==> src/rtl/nubus_arbiter.sv <==
// ---------------------------------------------------------------------------
// nubus_arbiter
//
// NuBus distributed-arbitration front end for the test card. When the master
// controller asks for the bus, this block asserts /RQST, drives the slot ID
// onto the open-collector /ARB[3:0] lines using the bit-serial back-off rule,
// waits the settle time, and then raises arb_grant if this card's ID is the
// one left on the bus. It holds the grant through the ownership tenure and
// releases /RQST once the tenure's /START has been seen.
//
// Ports
//   nub_clkn     in   bus clock, all flops on its rising edge
//   nub_reset    in   asynchronous reset, active-high
//   arb_id       in   [3:0] card slot ID (active-high, static after reset)
//   mst_arbcyn   in   master wants the bus (low = arbitrate)
//   mst_ownern   in   master owns the bus (low = owner)
//   mst_lockedn  in   master in a locked sequence (low = locked)
//   nub_arbn_i   in   [3:0] sampled /ARB lines (active-low)
//   nub_startn   in   sampled /START
//   nub_rqstn_i  in   sampled /RQST (status only)
//   nub_arb_oe   out  [3:0] per-bit pull-down enable for /ARB (1 = drive low)
//   nub_rqst_oe  out  pull-down enable for /RQST
//   arb_grant    out  this card won arbitration (registered)
//   arb_busy     out  arbiter not idle
//   arb_losses   out  [LOSS_W-1:0] saturating count of lost arbitrations
// ---------------------------------------------------------------------------
module nubus_arbiter #(
    parameter int SETTLE_CLKS = 2,
    parameter int LOSS_W      = 8
) (
    input  logic              nub_clkn,
    input  logic              nub_reset,
    input  logic [3:0]        arb_id,
    input  logic              mst_arbcyn,
    input  logic              mst_ownern,
    input  logic              mst_lockedn,
    input  logic [3:0]        nub_arbn_i,
    input  logic              nub_startn,
    input  logic              nub_rqstn_i,
    output logic [3:0]        nub_arb_oe,
    output logic              nub_rqst_oe,
    output logic              arb_grant,
    output logic              arb_busy,
    output logic [LOSS_W-1:0] arb_losses
);

    typedef enum logic [1:0] {
        IDLE = 2'd0,
        ARB  = 2'd1,
        WIN  = 2'd2,
        OWN  = 2'd3
    } state_t;

    localparam int                CNT_W    = (SETTLE_CLKS > 1) ? $clog2(SETTLE_CLKS) : 1;
    localparam logic [CNT_W-1:0]  CNT_LAST = CNT_W'(SETTLE_CLKS - 1);

    function automatic logic [LOSS_W-1:0] sat_inc(input logic [LOSS_W-1:0] v);
        return (&v) ? v : v + LOSS_W'(1);
    endfunction

    state_t              state_q, state_d;
    logic [CNT_W-1:0]    cnt_q, cnt_d;
    logic [LOSS_W-1:0]   losses_q, losses_d;
    logic                grant_q;
    logic                start_seen_q, start_seen_d;

    logic [3:0]          bus;
    logic [3:0]          outranked;
    logic                contend;

    // /RQST from other cards is watched by the master controller for
    // fairness; this block has no use for it.
    logic                unused_rqstn;
    assign unused_rqstn = nub_rqstn_i;

    assign bus = ~nub_arbn_i;

    // A bit of the bus is "outranked" when some other card pulls it while
    // our ID has a zero there: every lower bit of ours must then back off.
    assign outranked = bus & ~arb_id;

    assign contend = (state_q == ARB) || (state_q == WIN);

    always_comb begin
        nub_arb_oe[3] = contend & arb_id[3];
        nub_arb_oe[2] = contend & arb_id[2] & ~outranked[3];
        nub_arb_oe[1] = contend & arb_id[1] & ~outranked[3] & ~outranked[2];
        nub_arb_oe[0] = contend & arb_id[0] & ~outranked[3] & ~outranked[2] & ~outranked[1];
    end

    // /RQST stays asserted into the tenure until /START has been sampled,
    // after which later requesters may queue behind us.
    assign nub_rqst_oe = contend || ((state_q == OWN) && !start_seen_q);
    assign arb_busy    = (state_q != IDLE);
    assign arb_grant   = grant_q;
    assign arb_losses  = losses_q;

    always_comb begin
        state_d      = state_q;
        cnt_d        = cnt_q;
        losses_d     = losses_q;
        start_seen_d = start_seen_q;
        case (state_q)
            IDLE: begin
                cnt_d        = '0;
                start_seen_d = 1'b0;
                if (!mst_arbcyn) begin
                    state_d = ARB;
                end
            end
            ARB: begin
                if (mst_arbcyn) begin
                    // Master withdrew: abandon without counting a loss.
                    state_d = IDLE;
                    cnt_d   = '0;
                end else if (cnt_q == CNT_LAST) begin
                    // End of settle window: the bus now holds the winner's ID.
                    cnt_d = '0;
                    if (bus == arb_id) begin
                        state_d = WIN;
                    end else begin
                        losses_d = sat_inc(losses_q);
                    end
                end else begin
                    cnt_d = cnt_q + CNT_W'(1);
                end
            end
            WIN: begin
                // Ownership takes precedence over a simultaneous withdrawal.
                if (!mst_ownern) begin
                    state_d      = OWN;
                    start_seen_d = 1'b0;
                end else if (mst_arbcyn) begin
                    state_d = IDLE;
                end
            end
            OWN: begin
                if (!nub_startn) begin
                    start_seen_d = 1'b1;
                end
                if (mst_ownern && mst_lockedn) begin
                    state_d = IDLE;
                end
            end
            default: begin
                state_d = IDLE;
            end
        endcase
    end

    always_ff @(posedge nub_clkn or posedge nub_reset) begin
        if (nub_reset) begin
            state_q      <= IDLE;
            cnt_q        <= '0;
            losses_q     <= '0;
            grant_q      <= 1'b0;
            start_seen_q <= 1'b0;
        end else begin
            state_q      <= state_d;
            cnt_q        <= cnt_d;
            losses_q     <= losses_d;
            grant_q      <= (state_d == WIN) || (state_d == OWN);
            start_seen_q <= start_seen_d;
        end
    end

endmodule

==> config.mk <==
export PLATFORM = sky130hd
export DESIGN_NAME = nubus_arbiter
export DESIGN_NICKNAME = d
export VERILOG_FILES = /design/src/rtl/nubus_arbiter.sv
export SDC_FILE = /design/constraint.sdc
export NUM_CORES = 1
export LEC_CHECK = 0
export CORE_MARGIN = 2
export CORE_UTILIZATION = 25
export DETAILED_ROUTE_END_ITERATION = 8
export HOLD_SLACK_MARGIN = 0.05
export PLACE_DENSITY = 0.51
export SETUP_SLACK_MARGIN = 0.15
export SYNTH_ARGS = -nofsm -noshare
export SYNTH_HDL_FRONTEND = slang
export SYNTH_SLANG_ARGS = --single-unit
==> constraint.sdc <==
create_clock -name nub_clkn -period 1.8 [get_ports nub_clkn]
set_input_delay 0.18 -clock nub_clkn [delete_from_list [all_inputs] [get_ports nub_clkn]]
set_output_delay 0.18 -clock nub_clkn [all_outputs]
set_load 0.01 [all_outputs]
# Yosys cells after proc, flatten, opt, wreduce, memory -nomap -nowiden

Index checks and enable logic that the tools add are counted.

Add/sub/neg operators: 2
Eq/ne operators: 8
Mux-type cells: 14
Bitwise operators: 19
Reductions and logical operators: 13

Operators with widths:

| operator              | count |
|---|---|
| $mux W2               | 7 |
| $and A1 B1 Y1         | 10 |
| $add A8 B1 Y8 const B | 1 |
| $eq A2 B2 Y1 const B  | 4 |
| $not A4 Y4            | 2 |
| $pmux W2 S4           | 1 |
| $reduce_and A8 Y1     | 1 |
| $not A1 Y1            | 6 |
| $reduce_and A5 Y1     | 1 |
| $and A4 B4 Y4         | 1 |
| $eq A4 B4 Y1          | 1 |
| $mux W1               | 4 |
| $ne A2 B2 Y1 const B  | 2 |
| $reduce_bool A2 Y1    | 2 |
| $logic_or A1 B1 Y1    | 3 |
| $pmux W1 S3           | 1 |
| $reduce_and A3 Y1     | 1 |
| $reduce_bool A3 Y1    | 1 |
| $eq A2 B1 Y1 const B  | 1 |
| $logic_and A1 B1 Y1   | 2 |
| $logic_not A2 Y1      | 1 |
| $pmux W1 S2           | 1 |
| $add A1 B1 Y1 const B | 1 |
| $logic_not A1 Y1      | 1 |

Bits in registers: 13
Bits of input ports: 15
Output and inout port bits: 15
Word-level logic and storage cells: 61

# Logic depth before layout (Yosys ltp)

Depth in word-level cells: 8
Gate-level depth with buffers: 6
Gate-level depth less buffers: 6

# Worst setup path before layout

No wires, ideal clock.

Path kind: register to register
Start: register arb_grant (netlist name)
End: register losses_q[6] (netlist: arb_losses[6])
Library setup time: 125 ps
Arrival: 1552 ps
Data required time: 1675 ps
Setup slack: 123 ps
Cell stages (with the launch flop): 7
Path buffers: 0
Clock period less this slack: 1677 ps
Cells stage by stage: dfrtp_1 -> inv_1 -> ha_1 -> and2b_1 -> o211ai_2 -> nor3_1 -> mux2_2

RTL lines:

| element              | RTL line | source |
|---|---|---|
| to (signal assigned) | 161      | `losses_q <= losses_d;` |
| to (decl)            | 63       | `logic [LOSS_W-1:0] losses_q, losses_d;` |

==> results by group <==
Global routing
  • First-pass GRT wire length: 3140 microns
  • Vias in the first global route: 733
  • GRT Total Usage: 11.3%
  • GRT overflow: 0
  • Antenna violations before repair: 0
  • Largest net degree at the start of global routing: 13

Finish
  • Multi-input logic area: 566 sq um
  • Final net count: 159
  • Share of cells above drive strength 1: 31.3%
  • Area occupied by registers: 300 sq um
  • # diodes: 0
  • # fillers: 311
  • Post-Layout Inst Area: 1370 sq um
  • Area Growth Syn to Fin: 68.4%
  • Fin util: 44.3%

Worst setup path
  • CP Max Fanout: 5
  • WP data arrival: 1.79 ns
  • Worst setup path start: arb_grant
  • CP startpoint kind: flop
  • CP required: 1.95 ns
  • Crit Path Class: flop to flop
  • FF-to-FF Start: arb_grant
  • Slowest CP cell: dfrtp_1
  • Worst path cell trace: inv_2 -> buf_6 -> ha_4 -> and2b_2 -> o211ai_4 -> nor3_2 -> mux2_4
  • Nature of the critical path endpoint: flop
  • Crit-path max cell delay: 0.39 ns

Synthesis
  • Avg Cell Area, Syn: 9.21 sq um
  • Yosys Warn Count: 0
  • Sequential area share after synthesis: 37.0%
  • Netlist cell types: 28
  • Syn Std Cell Area: 811 sq um
  • Gate Count Post-Synth: 88
  • Syn Nets: 112
  • Number of synthesized register bits: 12

Hold path
  • Hold crit path type: primary input to asynchronous set/reset pin

STA
  • Worst-margin pin slew: 0.447 ns
  • Fin. Hold Viols: 0
  • Achievable frequency: 611 MHz
  • Clock skew: 0.00259 ns
  • Final Cycle Share: 90.9%
  • Setup violations, final: 0
  • RSZ-0062 raised after global routing: true
  • Pins over their slew limit: 0
  • Post-route minimum period: 1.64 ns
  • Final worst slack: 0.164 ns
  • Max-slew headroom: 70.2%

Die
  • Core Region: 3080 sq um
  • Initial core utilization: 26.3%
  • Die width: 61.0 microns
  • Die H: 61.0 microns
  • # IOs: 30
  • Die ar.: 3710 sq um
  • FP Rows: 20

Place
  • Pre-CTS WS: -0.252 ns
  • I/O Buffers: 28
  • Dpl hpwl: 1390 microns
  • Cell Area, Placed: 1210 sq um
  • RePlAce Congestion: 0.781

Clock tree
  • CTS tree: yes
  • CTS hold repair buffers: 0
  • Worst skew pair latency: 0.26 ns
  • CTS buffer count: 3
  • Clock transition at the registers of the reported paths: 0.08 ns
  • Clock root cell: clkbuf_4
  • CTS Buffer Depth: 2
  • H-tree depth: 1
  • TritonCTS Sinks: 12

Drt
  • Vias: 783
  • Pre-antenna DRT Iters: 4
  • DR vias/cell: 4.40
  • Antenna viol nets, final: 0
  • Routed wire per std cell: 10.9 microns
  • DRC viols: 0
  • WL final: 1930 microns
  • Initial drt markers: 34

Power and ir drop
  • Sw frac: 36.8%
  • Internal power: 0.877 mW
  • Power Dens Cells: 1020 nW/um^2
  • Sequential share of power: 32.1%
  • Combinational group share of total power: 52.9%
  • Psw: 0.512 mW
  • Pleak: 0.637 nW
  • Worst VDD drop: 624 uV
  • Clk pwr share: 14.9%
  • Power Total: 1.39 mW

Run
  • Max-cap viol count: 0

Outcome
  • Status: finished clean
## flip-flops by register name, summed over array words and instances (netlist names)
name          flops
cnt_q             1
state_q           1
arb_grant         1
start_seen_q      1
arb_losses        8
## worst max-delay path: cells and delay by family (launching register included)
kind	cells	cell delay [ns]
flip-flops	1	0.39
AND/OR/NAND/NOR	2	0.37
multiplexers	1	0.32
buffers and inverters	2	0.21
adder cells (fa/ha/maj)	1	0.13
AO/OA/AOI/OAI	1	0.11
## routing by layer
layer  vias to the layer above  global-route usage [%]  wire (microns)
met5                         -                       0               0
met4                         0                    3.73               0
met3                         0                    2.13             149
met2                        26                    18.3             842
met1                       358                    15.2             941
li1                        399                       -               -
## kinds of logic (layout without fill, tap and decap cells)
family	count (synthesis)	after routing	synth area share (%)
AOI/OAI and AO/OA	13	13	11.9
muxes	2	2	2.78
DFF	12	12	37.0
xor gates and xnor gates	7	7	7.56
adders and majority gates	9	9	13.9
buffers and inverters	12	58	5.56
and+or+nand+nor	33	33	21.3
## final cells by class
| type | count | area share [%] |
|---|---|---|
| well taps | 44 | 4.03 |
| inverters | 12 | 3.30 |
| multi-input cells | 64 | 41.4 |
| repair buffers | 42 | 26.6 |
| flip-flops and latches | 12 | 22.0 |
| clock buffers | 4 | 2.66 |
## repair_timing
action	in CTS	in global routing
buffers inserted	0	5
pin swaps	1	5
resized for setup	22	16
setup endpoints to repair	13	15
## power by group through the flow
stage          combinational [mW]  clock, mW  sequential (mW)
2_1_floorplan               0.309          0            0.460
3_3_place_gp                0.650          0            0.442
3_5_place_dp                0.652          0            0.441
4_1_cts                     0.684      0.217            0.445
5_1_grt                     0.818      0.232            0.466
6_report                    0.736      0.207            0.447
## layout by cell type (no fill, tap or decap), types with 2 or more instances in the layout
cell type / instances
nand3_1: 5
inv_2: 2
nand2_1: 4
inv_1: 10
dfrtp_1: 12
ha_1: 7
xor2_1: 6
o21ai_0: 2
nand2b_1: 4
clkbuf_2: 4
clkbuf_4: 3
a21o_1: 2
mux2_4: 2
nor3_2: 3
buf_4: 13
ha_4: 2
nor4_2: 2
nor3_1: 2
clkdlybuf4s50_1: 22
nor2_1: 4
## synth_stat cells
cell type / instances / area (sq um)
o22a_1: 1 / 8.76
nor4b_1: 1 / 8.76
nand3_1: 6 / 30.0
a2bb2oi_1: 1 / 8.76
a31o_2: 1 / 8.76
nor3_1: 6 / 30.0
and2_1: 1 / 6.26
mux2_2: 2 / 22.5
nor2b_1: 1 / 6.26
ha_1: 9 / 113
nor2_2: 1 / 6.26
o211ai_2: 1 / 12.5
nand4_1: 1 / 6.26
dfrtp_1: 12 / 300
a21oi_1: 1 / 5.00
nand2b_1: 4 / 25.0
and2b_1: 1 / 7.51
xor2_1: 6 / 52.6
o21ai_0: 3 / 15.0
inv_1: 12 / 45.0
nand2_1: 4 / 15.0
o221ai_1: 1 / 8.76
a21boi_0: 1 / 7.51
nor4_1: 2 / 12.5
xnor2_1: 1 / 8.76
nor2_1: 5 / 18.8
a21o_1: 2 / 15.0
a31oi_1: 1 / 6.26
## metrics by stage
| stage | hold slack [ns] | instances | setup TNS, ns |
|---|---|---|---|
| after global routing | 0.267 | 178 | 0 |
| after CTS | 0.238 | 173 | 0 |
| after floorplan | 0.0447 | 88 | 0 |
| after global placement | 0.478 | 169 | -1.11 |
| after detailed placement | 0.479 | 169 | -1.23 |
| final | 0.217 | 178 | 0 |
## final timing paths
| path | cells after the start | endpoint | slack, ns |
|---|---|---|---|
| worst min register to register | 1 | start_seen_q | 0.49 |
| max in group asynchronous | 2 | arb_losses[3] | 1.27 |
| worst max register to register | 7 | arb_losses[6] | 0.16 |
| worst min-delay path | 2 | arb_losses[7] | 0.22 |
| min in group nub_clkn | 1 | start_seen_q | 0.49 |
| worst max-delay path | 7 | arb_losses[6] | 0.16 |
Power figures use the tool's default switching activity.
